**src/rtl/tomasulo_pkg.sv**
```systemverilog
// Shared Tomasulo constants and types used by dispatch,
// reservation stations and the register status table.
package tomasulo_pkg;

    localparam int NUM_REGS  = 8;
    localparam int REG_IDX_W = 3;
    localparam int TAG_W     = 2;
    localparam int CNT_W     = 4;
    localparam int NUM_RS    = 4;

    typedef logic [TAG_W-1:0]     tag_t;
    typedef logic [REG_IDX_W-1:0] reg_idx_t;
    typedef logic [CNT_W-1:0]     cnt_t;

    localparam tag_t RS_ADD1 = tag_t'(0);
    localparam tag_t RS_ADD2 = tag_t'(1);
    localparam tag_t RS_MUL1 = tag_t'(2);
    localparam tag_t RS_MUL2 = tag_t'(3);

    typedef struct packed {
        logic busy;
        tag_t qi;
    } rs_entry_t;

endpackage

```
**src/rtl/register_status_table_if.sv**
```systemverilog
// Dispatch/CDB side bundle of the register status table.
// The master drives rename, CDB, flush and lookup addresses.
interface register_status_table_if;
    import tomasulo_pkg::*;

    logic     Issue_En;
    reg_idx_t Issue_Rd;
    tag_t     Issue_Tag;
    logic     Cdb_Valid;
    tag_t     Cdb_Tag;
    logic     Flush;
    reg_idx_t Rd_Addr_A;
    reg_idx_t Rd_Addr_B;
    logic     Busy_A;
    logic     Busy_B;
    tag_t     Qi_A;
    tag_t     Qi_B;
    cnt_t     Pending_Count;
    logic     All_Clear;

    modport master (
        output Issue_En, Issue_Rd, Issue_Tag,
        output Cdb_Valid, Cdb_Tag, Flush,
        output Rd_Addr_A, Rd_Addr_B,
        input  Busy_A, Busy_B, Qi_A, Qi_B,
        input  Pending_Count, All_Clear
    );

    modport slave (
        input  Issue_En, Issue_Rd, Issue_Tag,
        input  Cdb_Valid, Cdb_Tag, Flush,
        input  Rd_Addr_A, Rd_Addr_B,
        output Busy_A, Busy_B, Qi_A, Qi_B,
        output Pending_Count, All_Clear
    );

endinterface

```
**src/rtl/register_status_entry.sv**
```systemverilog
// One busy/Qi pair: flush beats issue, issue beats CDB clear.
module register_status_entry
    import tomasulo_pkg::*;
(
    input  logic      clk_i,
    input  logic      rst_i,
    input  logic      flush_i,
    input  logic      issue_we_i,
    input  tag_t      issue_tag_i,
    input  logic      cdb_valid_i,
    input  tag_t      cdb_tag_i,
    output rs_entry_t entry_d_o,
    output rs_entry_t entry_q_o
);

    rs_entry_t entry_q;
    rs_entry_t entry_d;

    always_comb begin
        entry_d = entry_q;
        if (flush_i) begin
            entry_d = '0;
        end else if (issue_we_i) begin
            entry_d.busy = 1'b1;
            entry_d.qi   = issue_tag_i;
        end else if (cdb_valid_i && entry_q.busy &&
                     entry_q.qi == cdb_tag_i) begin
            entry_d = '0;
        end
    end

    always_ff @(posedge clk_i or posedge rst_i) begin
        if (rst_i) begin
            entry_q <= '0;
        end else begin
            entry_q <= entry_d;
        end
    end

    assign entry_d_o = entry_d;
    assign entry_q_o = entry_q;

endmodule

```
**src/rtl/register_status_table.sv**
```systemverilog
// Tomasulo Qi table: rename decode, CDB-bypassed operand
// lookups and a registered count of busy entries.
module register_status_table
    import tomasulo_pkg::*;
(
    input  logic Clock,
    input  logic Reset,
    register_status_table_if.slave bus
);

    rs_entry_t           ent_q [NUM_REGS];
    rs_entry_t           ent_d [NUM_REGS];
    logic [NUM_REGS-1:0] issue_we;
    rs_entry_t           hit_a;
    rs_entry_t           hit_b;
    cnt_t                cnt_q;
    cnt_t                cnt_d;
    logic                clr_q;
    logic                clr_d;

    always_comb begin
        for (int r = 0; r < NUM_REGS; r++) begin
            issue_we[r] = bus.Issue_En &&
                (bus.Issue_Rd == REG_IDX_W'(r));
        end
    end

    for (genvar g = 0; g < NUM_REGS; g++) begin : g_ent
        register_status_entry u_ent (
            .clk_i       (Clock),
            .rst_i       (Reset),
            .flush_i     (bus.Flush),
            .issue_we_i  (issue_we[g]),
            .issue_tag_i (bus.Issue_Tag),
            .cdb_valid_i (bus.Cdb_Valid),
            .cdb_tag_i   (bus.Cdb_Tag),
            .entry_d_o   (ent_d[g]),
            .entry_q_o   (ent_q[g])
        );
    end

    // Unmatched addresses fall through to an idle entry;
    // a live CDB broadcast hides the tag it is retiring.
    always_comb begin
        hit_a = '0;
        hit_b = '0;
        for (int r = 0; r < NUM_REGS; r++) begin
            if (bus.Rd_Addr_A == REG_IDX_W'(r)) hit_a = ent_q[r];
            if (bus.Rd_Addr_B == REG_IDX_W'(r)) hit_b = ent_q[r];
        end
        if (bus.Cdb_Valid && hit_a.busy &&
            hit_a.qi == bus.Cdb_Tag) begin
            hit_a = '0;
        end
        if (bus.Cdb_Valid && hit_b.busy &&
            hit_b.qi == bus.Cdb_Tag) begin
            hit_b = '0;
        end
    end

    always_comb begin
        cnt_d = '0;
        for (int r = 0; r < NUM_REGS; r++) begin
            cnt_d = cnt_d + CNT_W'(ent_d[r].busy);
        end
        clr_d = (cnt_d == '0);
    end

    always_ff @(posedge Clock or posedge Reset) begin
        if (Reset) begin
            cnt_q <= '0;
            clr_q <= 1'b1;
        end else begin
            cnt_q <= cnt_d;
            clr_q <= clr_d;
        end
    end

    assign bus.Busy_A        = hit_a.busy;
    assign bus.Qi_A          = hit_a.qi;
    assign bus.Busy_B        = hit_b.busy;
    assign bus.Qi_B          = hit_b.qi;
    assign bus.Pending_Count = cnt_q;
    assign bus.All_Clear     = clr_q;

endmodule

```
**src/flat_wrapper.sv**
```systemverilog
// flat-port wrapper written by rule: the top's interface ports become plain ports
module register_status_table_flat import tomasulo_pkg::*;
  (Clock, Reset, bus_Issue_En, bus_Issue_Rd, bus_Issue_Tag, bus_Cdb_Valid, bus_Cdb_Tag, bus_Flush, bus_Rd_Addr_A, bus_Rd_Addr_B, bus_Busy_A, bus_Busy_B, bus_Qi_A, bus_Qi_B, bus_Pending_Count, bus_All_Clear);
  register_status_table_if bus_i ();
  input  logic Clock;
  input  logic Reset;
  input wire logic [$bits(bus_i.Issue_En)-1:0] bus_Issue_En;
  input wire logic [$bits(bus_i.Issue_Rd)-1:0] bus_Issue_Rd;
  input wire logic [$bits(bus_i.Issue_Tag)-1:0] bus_Issue_Tag;
  input wire logic [$bits(bus_i.Cdb_Valid)-1:0] bus_Cdb_Valid;
  input wire logic [$bits(bus_i.Cdb_Tag)-1:0] bus_Cdb_Tag;
  input wire logic [$bits(bus_i.Flush)-1:0] bus_Flush;
  input wire logic [$bits(bus_i.Rd_Addr_A)-1:0] bus_Rd_Addr_A;
  input wire logic [$bits(bus_i.Rd_Addr_B)-1:0] bus_Rd_Addr_B;
  output wire logic [$bits(bus_i.Busy_A)-1:0] bus_Busy_A;
  output wire logic [$bits(bus_i.Busy_B)-1:0] bus_Busy_B;
  output wire logic [$bits(bus_i.Qi_A)-1:0] bus_Qi_A;
  output wire logic [$bits(bus_i.Qi_B)-1:0] bus_Qi_B;
  output wire logic [$bits(bus_i.Pending_Count)-1:0] bus_Pending_Count;
  output wire logic [$bits(bus_i.All_Clear)-1:0] bus_All_Clear;
  assign bus_i.Issue_En = bus_Issue_En;
  assign bus_i.Issue_Rd = bus_Issue_Rd;
  assign bus_i.Issue_Tag = bus_Issue_Tag;
  assign bus_i.Cdb_Valid = bus_Cdb_Valid;
  assign bus_i.Cdb_Tag = bus_Cdb_Tag;
  assign bus_i.Flush = bus_Flush;
  assign bus_i.Rd_Addr_A = bus_Rd_Addr_A;
  assign bus_i.Rd_Addr_B = bus_Rd_Addr_B;
  assign bus_Busy_A = bus_i.Busy_A;
  assign bus_Busy_B = bus_i.Busy_B;
  assign bus_Qi_A = bus_i.Qi_A;
  assign bus_Qi_B = bus_i.Qi_B;
  assign bus_Pending_Count = bus_i.Pending_Count;
  assign bus_All_Clear = bus_i.All_Clear;
  register_status_table u_core (.Clock(Clock), .Reset(Reset), .bus(bus_i));
endmodule
```
**config.mk**
```make
export PLATFORM = sky130hd
export DESIGN_NAME = register_status_table_flat
export DESIGN_NICKNAME = d
export VERILOG_FILES = /design/src/rtl/tomasulo_pkg.sv /design/src/rtl/register_status_table_if.sv /design/src/rtl/register_status_entry.sv /design/src/rtl/register_status_table.sv /design/src/flat_wrapper.sv
export SDC_FILE = /design/constraint.sdc
export NUM_CORES = 1
export LEC_CHECK = 0
export ABC_AREA = 0
export BUFFER_PORTS_ARGS = -buffer_cell sky130_fd_sc_hd__buf_2
export CAP_MARGIN = 20
export CORE_UTILIZATION = 40
export CTS_BUF_LIST = sky130_fd_sc_hd__clkbuf_4
export DETAILED_ROUTE_END_ITERATION = 10
export SLEW_MARGIN = 20
export SYNTH_ARGS = -nofsm -noshare
export SYNTH_HDL_FRONTEND = slang
export SYNTH_SLANG_ARGS = --single-unit
```
**constraint.sdc**
```tcl
create_clock -name Clock -period 4.3 [get_ports Clock]
set_clock_uncertainty 0.1 [all_clocks]
set_input_delay 0.86 -clock Clock [delete_from_list [all_inputs] [get_ports Clock]]
set_output_delay 0.86 -clock Clock [all_outputs]
set_load 0.01 [all_outputs]
```
==> reports/summary.txt <==
ANT cells - 0
Root buf cell - clkbuf_4
Die Span Y - 77.0 µm
Setup-failing EPs final - 0
Io pins - 29
CP startpoint kind - input pin
Via count - 2120
Net count reported at finish - 334
Fin. max-slew vios - 0
Sink Count - 29
Final antenna-violating net count - 0
CP Max Fanout - 4
F_max - 0.246 GHz
Number of DRC markers in iteration 0 - 133
Unrepaired setup endpoints after global routing - no
First-pass GRT wire length - 9.99 mm
Starting Density - 0.427
# fillers - 551
Netlist cell types - 48
First-pass DRT Iterations - 4
Final Cycle Share - 0.944
DRC errors left - 0
Cells after Synth - 266
Outcome - completed
Postcts setup bufs - 0
H-tree levels - 2
Clock Path Buffers - 2
Final Hold Viols - 0
Crit path time final - 4.06 ns
Avg WL per Cell - 15.6 µm
Clock Latency Late Sink - 0.33 ns
Worst Max-Slew Pin Slew - 0.380 ns
Synth Register Bits - 29
Setup CP Type - in -> reg
Mapped Area - 2250 µm²
TritonCTS clock tree - yes
Final WL - 5.94 mm
RD Place Congestion - 0.896
Worst setup EP type - flip-flop
Hpwl dp - 4.73 mm
CTS Hold Bufs - 0
Grt ovf - 0
Fraction of layout cells with a size suffix above 1 - 0.239
Horiz. Die Dim - 77.0 µm
Vias per cell - 5.58
Synth warn - 0
Worst-path clk slew - 0.09 ns
Pin count of the biggest net entering global routing - 30
Headroom to the max-slew limit - 0.747
Worst VDD drop - 0.185 mV
Asr flop ratio synth - 1.00
Initial antenna violation count - 0
Syn Area/Cell - 8.46 µm²
Number of synthesized flops with an enable pin - 0
Pwr dens - 230 nW/µm²
# port buffers - 28
Top_reg_cell synth - dfrtp_1
Max_cap viols - 0
Placed Instance Area - 2570 µm²
WP data arrival - 4.20 ns
Number of global-route vias before repair - 2035
Num rows - 26
Inst Count DP - 372
Sequential share of the synthesized area - 0.323
Worst EP required - 4.44 ns
Fin cells - 380
Die area - 5930 µm²
Area growth syn-to-layout - 17.1%
Core Region - 5270 µm²
TritonCTS buffer count - 5
Leakage Power - 1.20 nW
Overall Global Routing Usage - 0.218
Post-route cell area - 2640 µm²
Syn nets - 291
Type of the worst min-delay path - in -> async
sequential cells by signal, summed over array words and instances (netlist names):
| signal | flops |
|---|---|
| u_core.g_ent.u_ent.entry_q_o | 24 |
| u_core.bus.Pending_Count | 4 |
| u_core.bus.All_Clear | 1 |
Yosys cell counts (all sizes together) (3+ instances only):
library cell  number  area share
a21oi             41       0.096
nand2             33       0.055
dfrtp             28        0.31
nand3             20       0.044
xnor2             19       0.074
inv               16       0.027
nor2              14       0.023
nand4             10       0.028
clkbuf             8       0.013
buf                7       0.021
mux2i              7       0.031
nor2b              5       0.014
o21ai              5       0.011
fa                 4       0.036
nand2b             4       0.011
nor3               4       0.011
xor2               4       0.016
a21o               3       0.010
a22o               3       0.012
ha                 3       0.017
or2                3      0.0083
placed cells by master, fill, tap and decap left out, types with 3 or more instances in the layout:
cell type / n
nand4_1: 10
xor2_1: 4
a21oi_2: 3
a21o_1: 3
a21oi_1: 38
inv_2: 4
buf_2: 28
nor3_1: 3
nand2_1: 33
or2_1: 3
ha_1: 3
mux2i_1: 7
o21ai_0: 3
nor2_1: 14
buf_4: 23
nand3_1: 20
clkbuf_4: 6
fa_1: 4
xnor2_1: 19
inv_1: 12
nand2b_1: 4
dfrtp_1: 28
a22o_1: 3
nor2b_1: 5
layer usage:
metal  GRT usage  part of all wire
met1       0.283              0.44
met2       0.370              0.48
met3      0.0321             0.061
met4      0.0736             0.020
met5           0                 0
worst max-delay path, cell delays in order:
cell     delay, ns
buf_2         0.13
xnor2_1       0.13
nand4_1       0.14
a21oi_1       0.15
nor2_1        0.07
ha_1          0.27
inv_1         0.05
fa_1          0.52
inv_1         0.05
fa_1          0.53
inv_1         0.05
fa_1          0.42
inv_2         0.08
fa_1          0.44
nor4_2        0.30
kinds of logic after synthesis:
logic type	after synthesis	share of synthesized area
buffers and inverters	31	0.0606
adder cells (fa/ha/maj)	7	0.0523
XOR/XNOR	23	0.0895
AO/OA/AOI/OAI	67	0.193
AND/OR/NAND/NOR	98	0.219
flip-flops	29	0.323
multiplexers	11	0.0628
final timing paths:
kind                            slack [ns]                                      startpoint                                        endpoint  depth (start not counted)
worst max register to register        0.42  u_core.g_ent[0].u_ent.entry_q_o[0]$_DFFE_PP0P_                  u_core.bus.All_Clear$_DFF_PP1_                         14
min in group Clock                    0.51  u_core.g_ent[3].u_ent.entry_q_o[0]$_DFFE_PP0P_  u_core.g_ent[3].u_ent.entry_q_o[0]$_DFFE_PP0P_                          2
worst min register to register        0.51  u_core.g_ent[3].u_ent.entry_q_o[0]$_DFFE_PP0P_  u_core.g_ent[3].u_ent.entry_q_o[0]$_DFFE_PP0P_                          2
worst min-delay path                  0.48                                           Reset  u_core.g_ent[7].u_ent.entry_q_o[1]$_DFFE_PP0P_                          3
worst max-delay path                  0.24                                  bus_Cdb_Tag[1]                  u_core.bus.All_Clear$_DFF_PP1_                         15
max in group asynchronous             3.30                                           Reset                  u_core.bus.All_Clear$_DFF_PP1_                          3
area by class of cell:
type / count / area [µm²] / area share
clock inverters: 2 / 10.0 / 0.00380
well taps: 70 / 87.6 / 0.0332
flip-flops and latches: 29 / 727 / 0.276
clock buffers: 6 / 45.0 / 0.0171
multi-input cells: 206 / 1390 / 0.528
inverters: 16 / 60.1 / 0.0228
repair buffers: 51 / 313 / 0.119
metrics by stage:
stage                     TNS, ns  worst slack (ns)  utilization  hold WS (ns)  power, mW
after floorplan                 0            0.0160            -         0.450      0.398
after global placement    -0.0911           -0.0911        0.488         0.494      0.448
after detailed placement   -0.145            -0.145        0.488         0.494      0.450
after CTS                       0             0.203        0.499         0.484      0.614
after global routing            0            0.0456        0.500         0.526      0.645
final                           0             0.240        0.500         0.484      0.607
report_power, final:
group / internal (mW) / leakage, nW / total, mW / switching (mW)
Combinational: 0.0635 / 0.772 / 0.150 / 0.0868
Clock: 0.0684 / 0.0354 / 0.160 / 0.0921
Sequential: 0.286 / 0.396 / 0.296 / 0.0100
Total: 0.418 / 1.20 / 0.607 / 0.189
timing repair:
action | 4_1_cts | 5_1_grt
resized for setup | 0 | 1
endpoints found under the hold margin | 0 | 0
setup endpoints to repair | 0 | 1
Note: power is estimated with default switching activity, not from simulation.
